<file path="src/rtl/riscv_pkg.sv">
// Shared RV32I definitions: base opcodes, fetch FSM states and the one-hot
// instruction-class flags passed from fetch to decode.
package riscv_pkg;

    localparam logic [6:0] OP_R      = 7'b0110011;
    localparam logic [6:0] OP_I      = 7'b0010011;
    localparam logic [6:0] OP_LOAD   = 7'b0000011;
    localparam logic [6:0] OP_STORE  = 7'b0100011;
    localparam logic [6:0] OP_BRANCH = 7'b1100011;
    localparam logic [6:0] OP_JAL    = 7'b1101111;
    localparam logic [6:0] OP_JALR   = 7'b1100111;
    localparam logic [6:0] OP_LUI    = 7'b0110111;
    localparam logic [6:0] OP_AUIPC  = 7'b0010111;

    typedef enum logic [1:0] {
        REQ,
        WAIT,
        HOLD
    } fetch_state_t;

    typedef struct packed {
        logic r;
        logic i;
        logic l;
        logic s;
        logic b;
        logic j;
        logic jr;
        logic lui;
        logic aui;
    } inst_type_t;

endpackage

</file>
<file path="src/rtl/inst_type_decode.sv">
// Combinational opcode classifier: one-hot class flags, or illegal when the
// opcode belongs to none of the nine supported classes.
module inst_type_decode
    import riscv_pkg::*;
(
    input  logic [6:0] opcode,
    output inst_type_t inst_type,
    output logic       illegal
);

    always_comb begin
        inst_type = '0;
        illegal   = 1'b0;
        case (opcode)
            OP_R:      inst_type.r   = 1'b1;
            OP_I:      inst_type.i   = 1'b1;
            OP_LOAD:   inst_type.l   = 1'b1;
            OP_STORE:  inst_type.s   = 1'b1;
            OP_BRANCH: inst_type.b   = 1'b1;
            OP_JAL:    inst_type.j   = 1'b1;
            OP_JALR:   inst_type.jr  = 1'b1;
            OP_LUI:    inst_type.lui = 1'b1;
            OP_AUIPC:  inst_type.aui = 1'b1;
            default:   illegal       = 1'b1;
        endcase
    end

endmodule

</file>
<file path="src/rtl/fetch_stage.sv">
// Instruction fetch: owns the PC, keeps one imem read in flight, and holds the
// returned word plus its decoded class in the IF/ID slot.
module fetch_stage
    import riscv_pkg::*;
#(
    parameter int              XLEN     = 32,
    parameter logic [XLEN-1:0] RESET_PC = '0
) (
    input  logic            clk,
    input  logic            reset,
    output logic            imem_req_valid,
    output logic [XLEN-1:0] imem_req_addr,
    input  logic            imem_req_ready,
    input  logic            imem_rsp_valid,
    input  logic [31:0]     imem_rsp_data,
    input  logic            stall,
    input  logic            redirect_valid,
    input  logic [XLEN-1:0] redirect_pc,
    output logic            if_valid,
    output logic [XLEN-1:0] if_pc,
    output logic [31:0]     if_instr,
    output logic            type_r,
    output logic            type_i,
    output logic            type_l,
    output logic            type_s,
    output logic            type_b,
    output logic            type_j,
    output logic            type_jr,
    output logic            type_lui,
    output logic            type_aui,
    output logic            illegal
);

    fetch_state_t    state_reg;
    logic [XLEN-1:0] pc_reg;
    logic            discard_reg;
    logic [31:0]     park_reg;
    logic            if_valid_reg;
    logic [XLEN-1:0] if_pc_reg;
    logic [31:0]     if_instr_reg;
    inst_type_t      type_reg;
    logic            illegal_reg;

    logic [31:0]     load_word;
    inst_type_t      dec_type;
    logic            dec_illegal;
    logic            slot_free;
    logic [XLEN-1:0] pc_inc;
    logic [XLEN-1:0] redirect_aligned;

    // The slot is fed either from the park buffer (HOLD) or straight off the bus.
    assign load_word        = (state_reg == HOLD) ? park_reg : imem_rsp_data;
    assign slot_free        = !if_valid_reg || !stall;
    assign pc_inc           = pc_reg + XLEN'(4);
    assign redirect_aligned = redirect_pc & ~XLEN'(3);

    inst_type_decode u_decode (
        .opcode    (load_word[6:0]),
        .inst_type (dec_type),
        .illegal   (dec_illegal)
    );

    always_ff @(posedge clk) begin
        if (reset) begin
            state_reg    <= REQ;
            pc_reg       <= RESET_PC;
            discard_reg  <= 1'b0;
            park_reg     <= '0;
            if_valid_reg <= 1'b0;
            if_pc_reg    <= '0;
            if_instr_reg <= '0;
            type_reg     <= '0;
            illegal_reg  <= 1'b0;
        end else if (redirect_valid) begin
            pc_reg       <= redirect_aligned;
            if_valid_reg <= 1'b0;
            type_reg     <= '0;
            illegal_reg  <= 1'b0;
            case (state_reg)
                REQ: begin
                    if (imem_req_ready) begin
                        state_reg   <= WAIT;
                        discard_reg <= 1'b1;
                    end
                end
                WAIT: begin
                    // A response landing with the redirect is the stale word itself,
                    // so nothing remains to discard afterwards.
                    if (imem_rsp_valid) begin
                        state_reg   <= REQ;
                        discard_reg <= 1'b0;
                    end else begin
                        discard_reg <= 1'b1;
                    end
                end
                default: state_reg <= REQ;
            endcase
        end else begin
            if (if_valid_reg && !stall) begin
                if_valid_reg <= 1'b0;
                type_reg     <= '0;
                illegal_reg  <= 1'b0;
            end
            case (state_reg)
                REQ: begin
                    if (imem_req_ready)
                        state_reg <= WAIT;
                end
                WAIT: begin
                    if (imem_rsp_valid) begin
                        if (discard_reg) begin
                            discard_reg <= 1'b0;
                            state_reg   <= REQ;
                        end else if (slot_free) begin
                            if_valid_reg <= 1'b1;
                            if_pc_reg    <= pc_reg;
                            if_instr_reg <= load_word;
                            type_reg     <= dec_type;
                            illegal_reg  <= dec_illegal;
                            pc_reg       <= pc_inc;
                            state_reg    <= REQ;
                        end else begin
                            park_reg  <= imem_rsp_data;
                            state_reg <= HOLD;
                        end
                    end
                end
                HOLD: begin
                    if (!stall) begin
                        if_valid_reg <= 1'b1;
                        if_pc_reg    <= pc_reg;
                        if_instr_reg <= load_word;
                        type_reg     <= dec_type;
                        illegal_reg  <= dec_illegal;
                        pc_reg       <= pc_inc;
                        state_reg    <= REQ;
                    end
                end
                default: state_reg <= REQ;
            endcase
        end
    end

    assign imem_req_valid = (state_reg == REQ);
    assign imem_req_addr  = pc_reg;

    assign if_valid = if_valid_reg;
    assign if_pc    = if_pc_reg;
    assign if_instr = if_instr_reg;
    assign type_r   = type_reg.r;
    assign type_i   = type_reg.i;
    assign type_l   = type_reg.l;
    assign type_s   = type_reg.s;
    assign type_b   = type_reg.b;
    assign type_j   = type_reg.j;
    assign type_jr  = type_reg.jr;
    assign type_lui = type_reg.lui;
    assign type_aui = type_reg.aui;
    assign illegal  = illegal_reg;

endmodule

</file>
<file path="config.mk">
export PLATFORM = sky130hd
export DESIGN_NAME = fetch_stage
export DESIGN_NICKNAME = d
export VERILOG_FILES = /design/src/rtl/riscv_pkg.sv /design/src/rtl/inst_type_decode.sv /design/src/rtl/fetch_stage.sv
export SDC_FILE = /design/constraint.sdc
export NUM_CORES = 1
export LEC_CHECK = 0
export ABC_AREA = 1
export CAP_MARGIN = 15
export CORE_ASPECT_RATIO = 1.75
export CORE_UTILIZATION = 49
export DETAILED_ROUTE_END_ITERATION = 7
export HOLD_SLACK_MARGIN = 0.03
export PLACE_DENSITY = 0.81
export SLEW_MARGIN = 20
export SYNTH_ARGS = -nofsm -noshare
export SYNTH_HDL_FRONTEND = slang
export SYNTH_HIERARCHICAL = 1
export SYNTH_SLANG_ARGS = --single-unit
export TNS_END_PERCENT = 20
</file>
<file path="constraint.sdc">
create_clock -name clk -period 2.55 [get_ports clk]
set_clock_uncertainty 0.05 [all_clocks]
set_input_delay 0.3825 -clock clk [delete_from_list [all_inputs] [get_ports clk]]
set_output_delay 0.3825 -clock clk [all_outputs]
set_load 0.03 [all_outputs]
</file>
==> results.yml, run 1 <==
layout:
  fin_area_sq_mm: 0.009246
  final_nets: 1243
  nFillCells: 1179
  fin_cells: 1356
  area_delta_synth_final_pct: 35.25
  layout-drive-gt1-share: 0.08122
  num_antenna_cells: 0
floorplanning:
  ioPinCount: 178
  core_area_sq_mm: 0.01352
  die-area_sq_mm: 0.01445
  initial_utilization: 0.5056
  die_h_um: 158.3
  num_rows: 56
  die_x_um: 91.29
cts:
  cts_htree_levels: 4
  cts.clk_slew.worst_paths_ns: 0.06
  cts.sinks: 138
  cts_buffer_depth: 2
  root_buffer: "clkbuf_16"
  hold_buffers: 0
  clk_latency_ns: 0.42
  cts_tree: "built"
  cts-buffers-inserted: 17
sta:
  finalSetupViolCount: 0
  relSlewSlack: 0.4107
  setup_ws_ns: 0.2021
  period_needed_ns: 2.348
  rsz0062_at_grt: "no"
  min_period_over_period: 0.9207
  tns_ns: 0
  slew_violations: 0
  final_hold_viol_count: 0
  worst_pin_slew_ns: 0.8747
  timing.fmax_mhz: 425.9
routing:
  wl_per_cell_um: 14.86
  drtIter0Drc: 268
  route.detailed.drc: 0
  viasPerCell: 5.267
  route.vias.total: 7142
  drt.antenna.violating_nets: 0
  routed_wl_um: 20140
  dr.pass1.iters: 5
worst_setup_path:
  worstPathMaxFanout: 7
  required_ns: 2.84
  cp-end-kind: "flop"
  cp_common_cell: "inv_1"
  worstReg2RegEnd: "type_j"
  r2r_cells: 8
  cp-start-kind: "flop"
  crit_chain: "inv_1 -> ha_1 -> inv_1 -> o21ai_0 -> nand3_2 -> nor3_1 -> o211ai_1 -> a41oi_1"
  crit_start: "state_reg[0]"
  crit_path_end: "type_j"
  crit_slowest_cell: "o21ai_0"
  critPathKind: "reg -> reg"
  reg2reg_slack_ns: 0.20
  arrival_ns: 2.63
  slowest_delay_ns: 0.71
  r2r-start: "state_reg[0]"
synthesis:
  netlist_area_sq_mm: 0.006837
  synth_seq_cells: 138
  synth_seq_area_share: 0.4041
  netlist_instances: 1019
  ys_warn_count: 6
  synth.distinct_cells: 37
  avgSynthCellArea_sq_um: 6.709
outcome:
  outcome: "finished clean"
placed_design:
  detailed_place_hpwl_um: 14260
  place_ws_ns: 0.1683
  placed_area_sq_mm: 0.008647
  port_buffers: 171
  placed_cells: 1324
  gp_congestion: 0.9795
global_route:
  gr-usage-all-layers: 0.2796
  grt_pass1_vias: 6811
  grt_max_degree: 65
  antenna_found_initial: 0
  overflow: 0
  grt_pass1_wl_um: 31810
worst_hold_path:
  worstHoldPathType: "reg -> reg"
  worstHoldPathCells: 2
power_and_ir_drop:
  peakVddDrop_v: 0.0004664
  powerDensity_mw_per_mm2: 633.7
  power_leakage_nw: 3.561
job:
  max_cap_violations: 0
-- stage by stage --
stage,util,hold WS (ns),total power (W)
floorplan,-,0.3739,0.002970
global placement,0.6394,0.3807,0.003384
detailed placement,0.6394,0.3846,0.003397
CTS,0.6838,0.3946,0.005886
global route,0.6838,0.4030,0.006078
finish,0.6838,0.3929,0.005859
-- worst min path at each step --
stage,startpoint,end,slack (ns)
final,park_reg[17],park_reg[17],0.39
after global routing,park_reg[28],park_reg[28],0.40
after CTS,park_reg[17],park_reg[17],0.39
after detailed placement,park_reg[17],park_reg[17],0.38
after global placement,park_reg[20],park_reg[20],0.38
after floorplan,park_reg[18],park_reg[18],0.37
-- timing repair --
| action | CTS | global route |
|---|---|---|
| setup buffers | 0 | 0 |
| setup endpoints to repair | 0 | 8 |
| resized for setup | 0 | 2 |
-- report_power, final --
group	total, W	internal [W]	leakage [nW]	switching [W]
logic	0.000994	0.000407	2.15	0.000587
clock network	0.00250	0.00149	0.287	0.00101
registers	0.00236	0.00226	1.12	0.0000984
-- synthesized netlist by cell type (all sizes together) --
| master | n | share of area |
|---|---|---|
| dfxtp | 138 | 0.40 |
| a41oi | 2 | 0.0026 |
| clkbuf | 31 | 0.017 |
| a211oi | 1 | 0.0011 |
| o21bai | 1 | 0.0011 |
| conb | 1 | 0.00055 |
| nand4 | 5 | 0.0046 |
| o21ai | 136 | 0.10 |
| or2 | 3 | 0.0027 |
| o211ai | 9 | 0.0099 |
| xor2 | 1 | 0.0013 |
| nand3 | 36 | 0.029 |
| a31oi | 31 | 0.028 |
| buf | 29 | 0.028 |
| o31ai | 2 | 0.0022 |
| nand2 | 254 | 0.15 |
| nor2 | 132 | 0.077 |
| inv | 94 | 0.052 |
| a22oi | 5 | 0.0055 |
| o211a | 1 | 0.0015 |
| a21oi | 99 | 0.077 |
| ha | 4 | 0.0073 |
| nor3 | 4 | 0.0029 |
-- critical path: cells and delay by family, from the launching register on --
family / cells / cell delay [ns]
AOI/OAI and AO/OA: 3 / 1.03
and+or+nand+nor: 2 / 0.45
DFF: 1 / 0.31
buffers and inverters: 2 / 0.23
adders and majority gates: 1 / 0.20
-- layout by cell type (no fill, tap or decap), drive strengths merged, types with 3 or more instances in the layout --
master,instances
clkdlybuf4s50,171
clkinv,3
nor2,132
a21oi,99
dfxtp,138
o211ai,9
nor3,4
a31oi,31
inv,100
conb,4
nand3,36
clkbuf,19
nand4,5
a22oi,5
ha,4
o21ai,136
or2,3
nand2,254
buf,17
-- cells by family after synthesis --
kind of cell,count (synthesis),share of synthesized area
simple gates,434,0.2610
buf+inv,154,0.09663
compound gates,287,0.2291
xor+xnor,1,0.001281
other cells,1,0.0005485
flops,138,0.4041
fa+ha+maj,4,0.007321
-- layout make-up --
cell class              count  area, sq um  area share
multi-input cells         730         3425      0.3704
clock inverters            13        156.4     0.01691
well taps                 174        217.7     0.02355
inverters                  94        352.8     0.03816
repair buffers            188         1889      0.2043
clock buffers              19        442.9     0.04790
flip-flops and latches    138         2763      0.2988
-- per-layer routing --
layer / global-route usage / vias to the layer above / wire length, um
met5: 0 / - / 0
met4: 0.1927 / 0 / 1184
met3: 0.06351 / 66 / 1169
met2: 0.5025 / 251 / 10310
met1: 0.2875 / 3189 / 7476
li1: - / 3636 / -
(Power assumes the default switching activity.)
==> inputs of run 2 (changes only) <==
--- a/config.mk
+++ b/config.mk
@@ -8,10 +8,12 @@
 export ABC_AREA = 1
 export CAP_MARGIN = 15
 export CORE_ASPECT_RATIO = 1.75
-export CORE_UTILIZATION = 49
+export CORE_MARGIN = 2
+export CORE_UTILIZATION = 52
 export DETAILED_ROUTE_END_ITERATION = 7
+export DONT_BUFFER_PORTS = 1
 export HOLD_SLACK_MARGIN = 0.03
-export PLACE_DENSITY = 0.81
+export PLACE_DENSITY = 0.71
 export SLEW_MARGIN = 20
 export SYNTH_ARGS = -nofsm -noshare
 export SYNTH_HDL_FRONTEND = slang
==> constraint.sdc (replaced) <==
create_clock -name clk -period 2.03 [get_ports clk]
set_clock_uncertainty 0.05 [all_clocks]
set_input_delay 0.3045 -clock clk [delete_from_list [all_inputs] [get_ports clk]]
set_output_delay 0.3045 -clock clk [all_outputs]
set_load 0.03 [all_outputs]
==> run 2 against run 1 <==
Critical path depth grew 3. Sequential share of layout area grew 2.8 points. Worst hold slack lost 0.36 ns. Highest routed layer unchanged. Largest cell class unchanged. Routed wire length grew 4.6%. Global-route usage is essentially flat. Sequential power grew 33%. Cell count shrank 6.6%. Worst setup slack lost 0.13 ns. Combinational power shrank 8.9%. Flip-flop and latch count is the same. Core utilization shrank 2.6 points. Critical path type unchanged.
==> results.yml, run 2 (synthesis results as in run 1) <==
cts:
  cts_buffer_depth: 2
  cts.sinks: 138
  cts_htree_levels: 4
  cts-buffers-inserted: 17
  cts_tree: "built"
  root_buffer: "clkbuf_16"
  cts.clk_slew.worst_paths_ns: 0.06
  clk_latency_ns: 0.43
sta:
  tns_ns: 0
  fin_hold_ws_ns: 0.03076
  timing.fmax_mhz: 510.2
  rsz0062_at_grt: "yes"
  final_hold_viol_count: 0
  finalSetupViolCount: 0
  min_period_over_period: 0.9655
  slew_violations: 0
  period_needed_ns: 1.960
  setup_ws_ns: 0.07001
global_route:
  grt_max_degree: 65
  grt_pass1_wl_um: 31750
  gr-usage-all-layers: 0.2801
  grt_pass1_vias: 6523
  overflow: 0
  antenna_found_initial: 0
floorplanning:
  initial_utilization: 0.5313
  die_h_um: 155.7
  num_rows: 55
  ioPinCount: 178
  die_x_um: 90.68
  core_area_sq_mm: 0.01287
  die-area_sq_mm: 0.01412
worst_setup_path:
  crit_slowest_cell: "dfxtp_2"
  slowest_delay_ns: 0.32
  cp-end-kind: "flop"
  crit_chain: "inv_1 -> ha_2 -> inv_4 -> clkbuf_16 -> o21ai_2 -> buf_4 -> nor2_1 -> nand2_2 -> nor2_1 -> o21ai_0 -> a31oi_1"
  cp-start-kind: "flop"
  critPathKind: "reg -> reg"
  cp_common_cell: "nor2_1"
  worstPathMaxFanout: 8
  arrival_ns: 2.20
  reg2reg_slack_ns: 0.07
  required_ns: 2.27
  cp_top_family: "compound AO/OA/AOI/OAI gates"
  crit_buf_inv: 4
layout:
  final_cell_mix: "nand2_1 (236), dfxtp_1 (137), nor2_1 (120), o21ai_0 (119), a21oi_1 (91)"
  num_antenna_cells: 0
  final_nets: 1157
  post-route-util: 0.6581
  layout-drive-gt1-share: 0.1606
  nFillCells: 1189
  layout_commonest_cell: "nand2_1"
  area_delta_synth_final_pct: 23.88
power_and_ir_drop:
  peakVddDrop_v: 0.0006796
  power_leakage_nw: 3.412
  powerDensity_mw_per_mm2: 844.4
routing:
  dr.pass1.iters: 4
  routed_wl_um: 21080
  wl_per_cell_um: 16.63
  drtIter0Drc: 337
  route.detailed.drc: 0
  route.vias.total: 6906
  viasPerCell: 5.451
  drt.antenna.violating_nets: 0
placed_design:
  gp_congestion: 0.9854
  port_buffers: 0
  detailed_place_hpwl_um: 14130
  place_ws_ns: -0.03814
job:
  max_cap_violations: 0
worst_hold_path:
  worstHoldPathType: "in -> reg"
outcome:
  outcome: "finished clean"
run 2: cell count changes in the layout (fill, tap and decap cells not counted), sizes merged:
cell	before	now
inv	100	103
bufinv	2	1
dlygate4sd3	0	27
clkdlybuf4s50	171	0
clkbuf	19	21
buf	17	71
run 2: repair_timing:
action / CTS / global route
hold buffers: 28 / 0
pin swaps: 2 / 4
setup buffers: 0 / 4
cloned: 0 / 4
setup endpoints to repair: 2 / 81
gates resized for setup: 3 / 24
hold endpoints to repair: 75 / 0
run 2: layout make-up:
class	count	area (sq um)	share of cell area
Tap cell	171	214.0	0.02526
Sequential cell	138	2764	0.3263
Timing Repair Buffer	102	1023	0.1208
Inverter	94	355.3	0.04196
Clock buffer	17	425.4	0.05023
Clock inverter	15	158.9	0.01876
Multi-Input combinational cell	730	3528	0.4166
run 2: metrics by stage:
| step | cell area [sq um] | std cells | power (W) |
|---|---|---|---|
| after floorplan | 6860 | 1022 | 0.003733 |
| after global placement | 7361 | 1199 | 0.003967 |
| after detailed placement | 7361 | 1199 | 0.003977 |
| after CTS | 8245 | 1259 | 0.007123 |
| after global routing | 8469 | 1267 | 0.007384 |
| final | 8469 | 1267 | 0.007151 |
run 2: path summary, 6_finish.rpt:
check | startpoint | to | depth (start not counted)
min | imem_rsp_data[5] | park_reg[5] | 2
min reg2reg | park_reg[26] | park_reg[26] | 2
max reg2reg | state_reg[0] | type_i | 11
max | state_reg[0] | type_i | 11
run 2: worst register-to-register path, stage by stage (launching register included):
cell       delay (ns)
dfxtp_2          0.32
inv_1            0.07
ha_2             0.22
inv_4            0.06
clkbuf_16        0.16
o21ai_2          0.24
buf_4            0.17
nor2_1           0.05
nand2_2          0.10
nor2_1           0.06
o21ai_0          0.22
a31oi_1          0.12
run 2: power by group:
part           total, W  internal [W]  switching, W  leakage (nW)
sequential      0.00313       0.00284      0.000291          1.12
clock           0.00311       0.00174       0.00137         0.284
combinational  0.000906      0.000350      0.000556          2.00
total           0.00715       0.00494       0.00221          3.41
run 2: per-layer routing:
layer  vias to the layer above  part of all wire  track usage
met5                         -                 0            0
met4                         0             0.047       0.1685
met1                      3168              0.36       0.2839
li1                       3463                 -            -
met2                       224              0.54       0.5163
met3                        51             0.053      0.06377
